<file path="config.mk">
export PLATFORM = sky130hd
export DESIGN_NAME = obi_spi_master_arbiter_flat
export DESIGN_NICKNAME = d
export VERILOG_FILES = /design/src/rtl/obi_spi_master_arbiter_if.sv /design/src/rtl/obi_spi_master_arbiter.sv /design/src/flat_wrapper.sv
export SDC_FILE = /design/constraint.sdc
export NUM_CORES = 1
export LEC_CHECK = 0
export CORE_AREA = 5 5 106 108
export DETAILED_ROUTE_END_ITERATION = 10
export DIE_AREA = 0 0 111 113
export GPL_ROUTABILITY_DRIVEN = 0
export MAX_ROUTING_LAYER = met4
export PLACE_DENSITY_LB_ADDON = 0.12
export SLEW_MARGIN = 20
export SYNTH_ARGS = -nofsm -noshare
export SYNTH_HDL_FRONTEND = slang
export SYNTH_SLANG_ARGS = --single-unit
</file>
<file path="constraint.sdc">
create_clock -name obi_aclk -period 2.9 [get_ports obi_aclk]
set_clock_uncertainty 0.2 [all_clocks]
set_input_delay 0.58 -clock obi_aclk [delete_from_list [all_inputs] [get_ports obi_aclk]]
set_output_delay 0.58 -clock obi_aclk [all_outputs]
set_load 0.01 [all_outputs]
</file>
<file path="src/rtl/obi_spi_master_arbiter_if.sv">
// OBI bus bundle between the two requesters, the arbiter and the interconnect.
// The master modport is the arbiter's view; slave is the surrounding environment.
interface obi_spi_master_arbiter_if #(
  parameter int OBI_ADDR_WIDTH = 32,
  parameter int OBI_DATA_WIDTH = 32
);
  logic [1:0]                  s_req;
  logic [1:0]                  s_gnt;
  logic [2*OBI_ADDR_WIDTH-1:0] s_addr;
  logic [1:0]                  s_we;
  logic [2*OBI_DATA_WIDTH-1:0] s_w_data;
  logic [7:0]                  s_be;
  logic [1:0]                  s_r_valid;
  logic [OBI_DATA_WIDTH-1:0]   s_r_data;
  logic                        m_req;
  logic                        m_gnt;
  logic [OBI_ADDR_WIDTH-1:0]   m_addr;
  logic                        m_we;
  logic [OBI_DATA_WIDTH-1:0]   m_w_data;
  logic [3:0]                  m_be;
  logic                        m_r_valid;
  logic [OBI_DATA_WIDTH-1:0]   m_r_data;

  modport master (
    input  s_req, s_addr, s_we, s_w_data, s_be, m_gnt, m_r_valid, m_r_data,
    output s_gnt, s_r_valid, s_r_data, m_req, m_addr, m_we, m_w_data, m_be
  );

  modport slave (
    output s_req, s_addr, s_we, s_w_data, s_be, m_gnt, m_r_valid, m_r_data,
    input  s_gnt, s_r_valid, s_r_data, m_req, m_addr, m_we, m_w_data, m_be
  );
endinterface

</file>
<file path="src/rtl/obi_spi_master_arbiter.sv">
// Round-robin arbiter sharing one OBI master port between the SPI slave plug (0)
// and a second on-chip master (1), with in-order response routing via an ID FIFO.
module obi_spi_master_arbiter #(
  parameter int OBI_ADDR_WIDTH  = 32,
  parameter int OBI_DATA_WIDTH  = 32,
  parameter int MAX_OUTSTANDING = 4
) (
  input  logic obi_aclk,
  input  logic obi_areset,
  obi_spi_master_arbiter_if.master bus,
  output logic err_unexp_rvalid,
  output logic busy
);
  localparam int PW = $clog2(MAX_OUTSTANDING);
  localparam int CW = PW + 1;

  logic                       sel_q, sel_d;
  logic                       lock_q, lock_d;
  logic                       rrPrio_q, rrPrio_d;
  logic                       err_q, err_d;
  logic [MAX_OUTSTANDING-1:0] fifo_q, fifo_d;
  logic [PW-1:0]              wptr_q, wptr_d;
  logic [PW-1:0]              rptr_q, rptr_d;
  logic [CW-1:0]              count_q, count_d;

  logic selEff;
  logic full;
  logic handshake;
  logic pop;
  logic headId;

  // A locked address phase keeps its owner until granted; otherwise pick the sole
  // requester, the round-robin favourite on contention, or hold when idle.
  always_comb begin
    selEff = sel_q;
    if (!lock_q) begin
      case (bus.s_req)
        2'b01:   selEff = 1'b0;
        2'b10:   selEff = 1'b1;
        2'b11:   selEff = rrPrio_q;
        default: selEff = sel_q;
      endcase
    end
  end

  assign full      = (count_q == CW'(MAX_OUTSTANDING));
  assign bus.m_req = bus.s_req[selEff] & ~full & ~obi_areset;
  assign handshake = bus.m_req & bus.m_gnt;
  assign pop       = bus.m_r_valid & (count_q != '0);
  assign headId    = fifo_q[rptr_q];

  assign bus.s_gnt     = {handshake & selEff, handshake & ~selEff};
  assign bus.s_r_valid = {pop & headId & ~obi_areset, pop & ~headId & ~obi_areset};
  assign bus.s_r_data  = bus.m_r_data;

  assign bus.m_addr   = selEff ? bus.s_addr[OBI_ADDR_WIDTH +: OBI_ADDR_WIDTH]
                               : bus.s_addr[0 +: OBI_ADDR_WIDTH];
  assign bus.m_w_data = selEff ? bus.s_w_data[OBI_DATA_WIDTH +: OBI_DATA_WIDTH]
                               : bus.s_w_data[0 +: OBI_DATA_WIDTH];
  assign bus.m_we     = bus.s_we[selEff];
  assign bus.m_be     = selEff ? bus.s_be[7:4] : bus.s_be[3:0];

  assign err_unexp_rvalid = err_q;
  assign busy             = bus.m_req | (count_q != '0);

  always_comb begin
    sel_d    = selEff;
    lock_d   = bus.m_req & ~bus.m_gnt;
    rrPrio_d = handshake ? ~selEff : rrPrio_q;
    err_d    = err_q | (bus.m_r_valid & (count_q == '0));
    fifo_d   = fifo_q;
    wptr_d   = wptr_q;
    rptr_d   = rptr_q;
    count_d  = count_q;
    if (handshake) begin
      fifo_d[wptr_q] = selEff;
      wptr_d         = wptr_q + PW'(1);
    end
    if (pop) begin
      rptr_d = rptr_q + PW'(1);
    end
    case ({handshake, pop})
      2'b10:   count_d = count_q + CW'(1);
      2'b01:   count_d = count_q - CW'(1);
      default: count_d = count_q;
    endcase
  end

  always_ff @(posedge obi_aclk or posedge obi_areset) begin
    if (obi_areset) begin
      sel_q    <= 1'b0;
      lock_q   <= 1'b0;
      rrPrio_q <= 1'b0;
      err_q    <= 1'b0;
      fifo_q   <= '0;
      wptr_q   <= '0;
      rptr_q   <= '0;
      count_q  <= '0;
    end else begin
      sel_q    <= sel_d;
      lock_q   <= lock_d;
      rrPrio_q <= rrPrio_d;
      err_q    <= err_d;
      fifo_q   <= fifo_d;
      wptr_q   <= wptr_d;
      rptr_q   <= rptr_d;
      count_q  <= count_d;
    end
  end
endmodule

</file>
<file path="src/flat_wrapper.sv">
// flat-port wrapper written by rule: the top's interface ports become plain ports
module obi_spi_master_arbiter_flat 
#(
  parameter int OBI_ADDR_WIDTH  = 32,
  parameter int OBI_DATA_WIDTH  = 32,
  parameter int MAX_OUTSTANDING = 4
)
  (obi_aclk, obi_areset, err_unexp_rvalid, busy, bus_s_req, bus_s_addr, bus_s_we, bus_s_w_data, bus_s_be, bus_m_gnt, bus_m_r_valid, bus_m_r_data, bus_s_gnt, bus_s_r_valid, bus_s_r_data, bus_m_req, bus_m_addr, bus_m_we, bus_m_w_data, bus_m_be);
  obi_spi_master_arbiter_if #(.OBI_ADDR_WIDTH(OBI_ADDR_WIDTH), .OBI_DATA_WIDTH(OBI_DATA_WIDTH)) bus_i ();
  input  logic obi_aclk;
  input  logic obi_areset;
  output logic err_unexp_rvalid;
  output logic busy;
  input wire logic [$bits(bus_i.s_req)-1:0] bus_s_req;
  input wire logic [$bits(bus_i.s_addr)-1:0] bus_s_addr;
  input wire logic [$bits(bus_i.s_we)-1:0] bus_s_we;
  input wire logic [$bits(bus_i.s_w_data)-1:0] bus_s_w_data;
  input wire logic [$bits(bus_i.s_be)-1:0] bus_s_be;
  input wire logic [$bits(bus_i.m_gnt)-1:0] bus_m_gnt;
  input wire logic [$bits(bus_i.m_r_valid)-1:0] bus_m_r_valid;
  input wire logic [$bits(bus_i.m_r_data)-1:0] bus_m_r_data;
  output wire logic [$bits(bus_i.s_gnt)-1:0] bus_s_gnt;
  output wire logic [$bits(bus_i.s_r_valid)-1:0] bus_s_r_valid;
  output wire logic [$bits(bus_i.s_r_data)-1:0] bus_s_r_data;
  output wire logic [$bits(bus_i.m_req)-1:0] bus_m_req;
  output wire logic [$bits(bus_i.m_addr)-1:0] bus_m_addr;
  output wire logic [$bits(bus_i.m_we)-1:0] bus_m_we;
  output wire logic [$bits(bus_i.m_w_data)-1:0] bus_m_w_data;
  output wire logic [$bits(bus_i.m_be)-1:0] bus_m_be;
  assign bus_i.s_req = bus_s_req;
  assign bus_i.s_addr = bus_s_addr;
  assign bus_i.s_we = bus_s_we;
  assign bus_i.s_w_data = bus_s_w_data;
  assign bus_i.s_be = bus_s_be;
  assign bus_i.m_gnt = bus_m_gnt;
  assign bus_i.m_r_valid = bus_m_r_valid;
  assign bus_i.m_r_data = bus_m_r_data;
  assign bus_s_gnt = bus_i.s_gnt;
  assign bus_s_r_valid = bus_i.s_r_valid;
  assign bus_s_r_data = bus_i.s_r_data;
  assign bus_m_req = bus_i.m_req;
  assign bus_m_addr = bus_i.m_addr;
  assign bus_m_we = bus_i.m_we;
  assign bus_m_w_data = bus_i.m_w_data;
  assign bus_m_be = bus_i.m_be;
  obi_spi_master_arbiter #(.OBI_ADDR_WIDTH(OBI_ADDR_WIDTH), .OBI_DATA_WIDTH(OBI_DATA_WIDTH), .MAX_OUTSTANDING(MAX_OUTSTANDING)) u_core (.obi_aclk(obi_aclk), .obi_areset(obi_areset), .bus(bus_i), .err_unexp_rvalid(err_unexp_rvalid), .busy(busy));
endmodule
</file>
==> flow_summary.json <==
{
  "cts_htree_levels": 1,
  "final-setup-viol-count": 0,
  "finalHoldViolations": 0,
  "path_cells": "clkdlybuf4s50_1 -> inv_1 -> o21ai_1 -> nor3_4 -> and2_1 -> clkdlybuf4s50_1",
  "post_synth_and_or_nand_nor_area_fraction": 0.0682,
  "whs_ns": 0.260,
  "r2r_cells": 12,
  "drv.max_cap_violation_count": 0,
  "cp_depth": 6,
  "worstSkewPairLatency_ns": 0.25,
  "initial_utilization": 0.206,
  "crit_top_cell": "clkdlybuf4s50_1",
  "fp.dieW_um": 111,
  "share_of_the_yosys_chip_area_belonging_to_registers": 0.180,
  "area_fraction_in_compound_gates_after_synthesis": 0.0192,
  "hold-path-cell-count": 1,
  "irDropWorstVdd_mv": 0.314,
  "area_growth_syn_to_layout_pct": 112,
  "adder_cell_area_share_of_the_yosys_netlist": 0.0395,
  "largest_family_of_logic_cells_by_synthesized_area": "multiplexers",
  "post-route-drc-count": 0,
  "fin_crit_ns": 2.85,
  "total_power_uw": 2200,
  "fraction_of_final_layout_cells_sized_beyond_drive_strength_1": 0.282,
  "cts.reportedPaths.clkPinSlew_ns": 0.06,
  "rsz0062_at_grt": "yes",
  "leakage_uw": 0.00198,
  "cell_area_after_synthesis_sq_mm": 0.00209,
  "cts-root-buf": "clkbuf_8",
  "critPathLaunchType": "primary input",
  "path_delay_family": "buffers and inverters",
  "grt_max_degree": 17,
  "design.core.area_sq_mm": 0.0101,
  "run_status": "completed",
  "timing.slew.headroom": 0.804,
  "first_iter_violations": 46,
  "globalRoute.busiestLayer": "met2",
  "synth_cell_types": 30,
  "post_drt_wl_per_cell_um": 18.8,
  "critPathMaxFanout": 2,
  "cellPowerDensity_mw_per_mm2": 495,
  "grt_first_pass_wirelength_um": 14700,
  "yosys_register_bits": 15,
  "post-route-util": 0.438,
  "synthCells": 185,
  "path_buf_inv": 3,
  "vias_in_the_first_global_route": 2269,
  "synth_mux_area_frac": 0.499,
  "tritoncts": "yes",
  "post_cts_hold_buffer_count": 0,
  "groute.layer.met2.usage": 0.269,
  "slew_violations": 0,
  "dp.final_hpwl_um": 8910,
  "vias_per_cell": 3.92,
  "all_layer_global_routing_usage": 0.156,
  "number_of_antenna_violations_at_the_first_check_in_global_routing": 4,
  "postRouteWirelength_um": 10000,
  "max_slew.worst_pin.slew_ns": 0.293,
  "path_class": "in2out",
  "boundaryPins": 284,
  "antenna_left": 0,
  "placement.io_buffers": 219,
  "slowest_delay_ns": 0.54,
  "syn_nets": 367,
  "via_count": 2092,
  "design.die.area_sq_mm": 0.0125,
  "syn-mean-instance-area_sq_um": 11.3,
  "placedInstanceArea_sq_mm": 0.00428,
  "hold_path.class": "reg2reg",
  "final_design_area_no_fill_sq_mm": 0.00444,
  "maxClockFrequency_mhz": 351,
  "critPathSlowestCell": "clkdlybuf4s50_1",
  "first_pass_iters": 2,
  "grt_overflow": 0,
  "crit_arrival_ns": 2.07,
  "worstSetupEndpointType": "primary output",
  "crit_required_ns": 2.12,
  "row_count": 37,
  "final.period_utilization": 0.983,
  "ys_warn_count": 0,
  "pre_cts_slack_ns": -0.535,
  "clock_tree.buffer_depth": 2,
  "gr-usage-met3": 0.0711,
  "tritoncts_num_sinks": 15,
  "postLayoutSetupSlackWorst_ns": 0.0498,
  "synth_xor_area_frac": 0.0251,
  "nNetsFinal": 576,
  "dieHeight_um": 113,
  "global_route.usage.met1": 0.171,
  "number_of_clock_buffers_inserted_by_tritoncts": 3
}
-- power breakdown --
| group | total [uW] | switching, uW | internal, uW |
|---|---|---|---|
| logic | 1640 | 617 | 1030 |
| registers | 385 | 74.6 | 310 |
| clock network | 169 | 74.3 | 95.1 |
-- worst paths after layout --
| path | from | end | slack [ns] |
|---|---|---|---|
| worst min register to register | u_core.err_unexp_rvalid | u_core.err_unexp_rvalid | 0.26 |
| worst min-delay path | u_core.err_unexp_rvalid | u_core.err_unexp_rvalid | 0.26 |
| worst max register to register | u_core.count_q[0] | u_core.count_q[2] | 0.22 |
| max in group asynchronous | obi_areset | u_core.count_q[2] | 1.79 |
| min in group asynchronous | obi_areset | u_core.sel_q | 0.52 |
| worst max-delay path | obi_areset | bus_s_gnt[1] | 0.05 |
-- layer usage --
metal | part of all wire | up-vias
li1 | - | 1038
met1 | 0.39 | 929
met2 | 0.50 | 113
met3 | 0.10 | 12
met4 | 0.0079 | 0
met5 | 0 | -
-- repair_timing --
item                                    4_1_cts  5_1_grt
setup buffers                                 6        0
resized for setup                           110        2
endpoints found under the setup margin       73       54
pin swaps                                     2        0
cloned                                        1        0
-- cell type report --
type,count,area [sq um]
Timing Repair Buffer,244,2420
Antenna cell,4,10.0
Multi-Input combinational cell,120,1370
Sequential cell,15,375
Fill cell,990,5700
Clock inverter,1,5.00
Inverter,10,50.0
Tap cell,136,170
Clock buffer,3,41.3
-- layout by cell type, fill, tap and decap left out, drive strengths merged, types with 5 or more instances in the layout --
master	count
buf	25
inv	9
clkdlybuf4s15	18
ha	5
clkdlybuf4s50	145
nor3	8
dfrtp	15
dlygate4sd2	55
mux2	75
-- cell usage after synthesis --
| library cell | n | area, sq um |
|---|---|---|
| mux2_4 | 44 | 661 |
| buf_4 | 32 | 240 |
| mux2_2 | 31 | 349 |
| dfrtp_1 | 15 | 375 |
| inv_1 | 9 | 33.8 |
| nor3_1 | 7 | 35.0 |
| buf_6 | 6 | 67.6 |
| ha_1 | 5 | 62.6 |
| nand2_1 | 4 | 15.0 |
| nand3_1 | 4 | 20.0 |
| xnor2_1 | 4 | 35.0 |
| and2_1 | 2 | 12.5 |
| and3_1 | 2 | 12.5 |
| buf_2 | 2 | 10.0 |
| nand2b_1 | 2 | 12.5 |
| xor2_1 | 2 | 17.5 |
| a21o_1 | 1 | 7.51 |
| a21oi_1 | 1 | 5.00 |
| a21oi_2 | 1 | 8.76 |
| a31o_2 | 1 | 8.76 |
| fa_1 | 1 | 20.0 |
| inv_2 | 1 | 3.75 |
| mux2i_1 | 1 | 10.0 |
| mux4_2 | 1 | 22.5 |
| nor2_1 | 1 | 3.75 |
| nor3_4 | 1 | 16.3 |
| nor4_1 | 1 | 6.26 |
| o21ai_0 | 1 | 5.00 |
| o21ai_1 | 1 | 5.00 |
| or3b_1 | 1 | 8.76 |
-- registers in the layout (all words and copies together) (netlist names) --
signal / cells
u_core.rptr_q: 2
u_core.err_unexp_rvalid: 1
u_core.count_q: 3
u_core.lock_q: 1
u_core.fifo_q: 4
u_core.sel_q: 1
u_core.rrPrio_q: 1
u_core.wptr_q: 2
-- per-stage QoR --
step	instances	TNS (ns)
after floorplan	185	0
after global placement	518	-32.92
after detailed placement	518	-32.37
after CTS	529	0
after global routing	533	-0.125
final	533	0
-- cell families (layout without fill, tap and decap cells) --
group | count (synthesis) | in the layout
muxes | 77 | 77
buffers and inverters | 50 | 258
and+or+nand+nor | 25 | 25
DFF | 15 | 15
adders and majority gates | 6 | 6
AOI/OAI and AO/OA | 6 | 6
xor gates and xnor gates | 6 | 6
other | 0 | 4
Power figures use the tool's default switching activity.
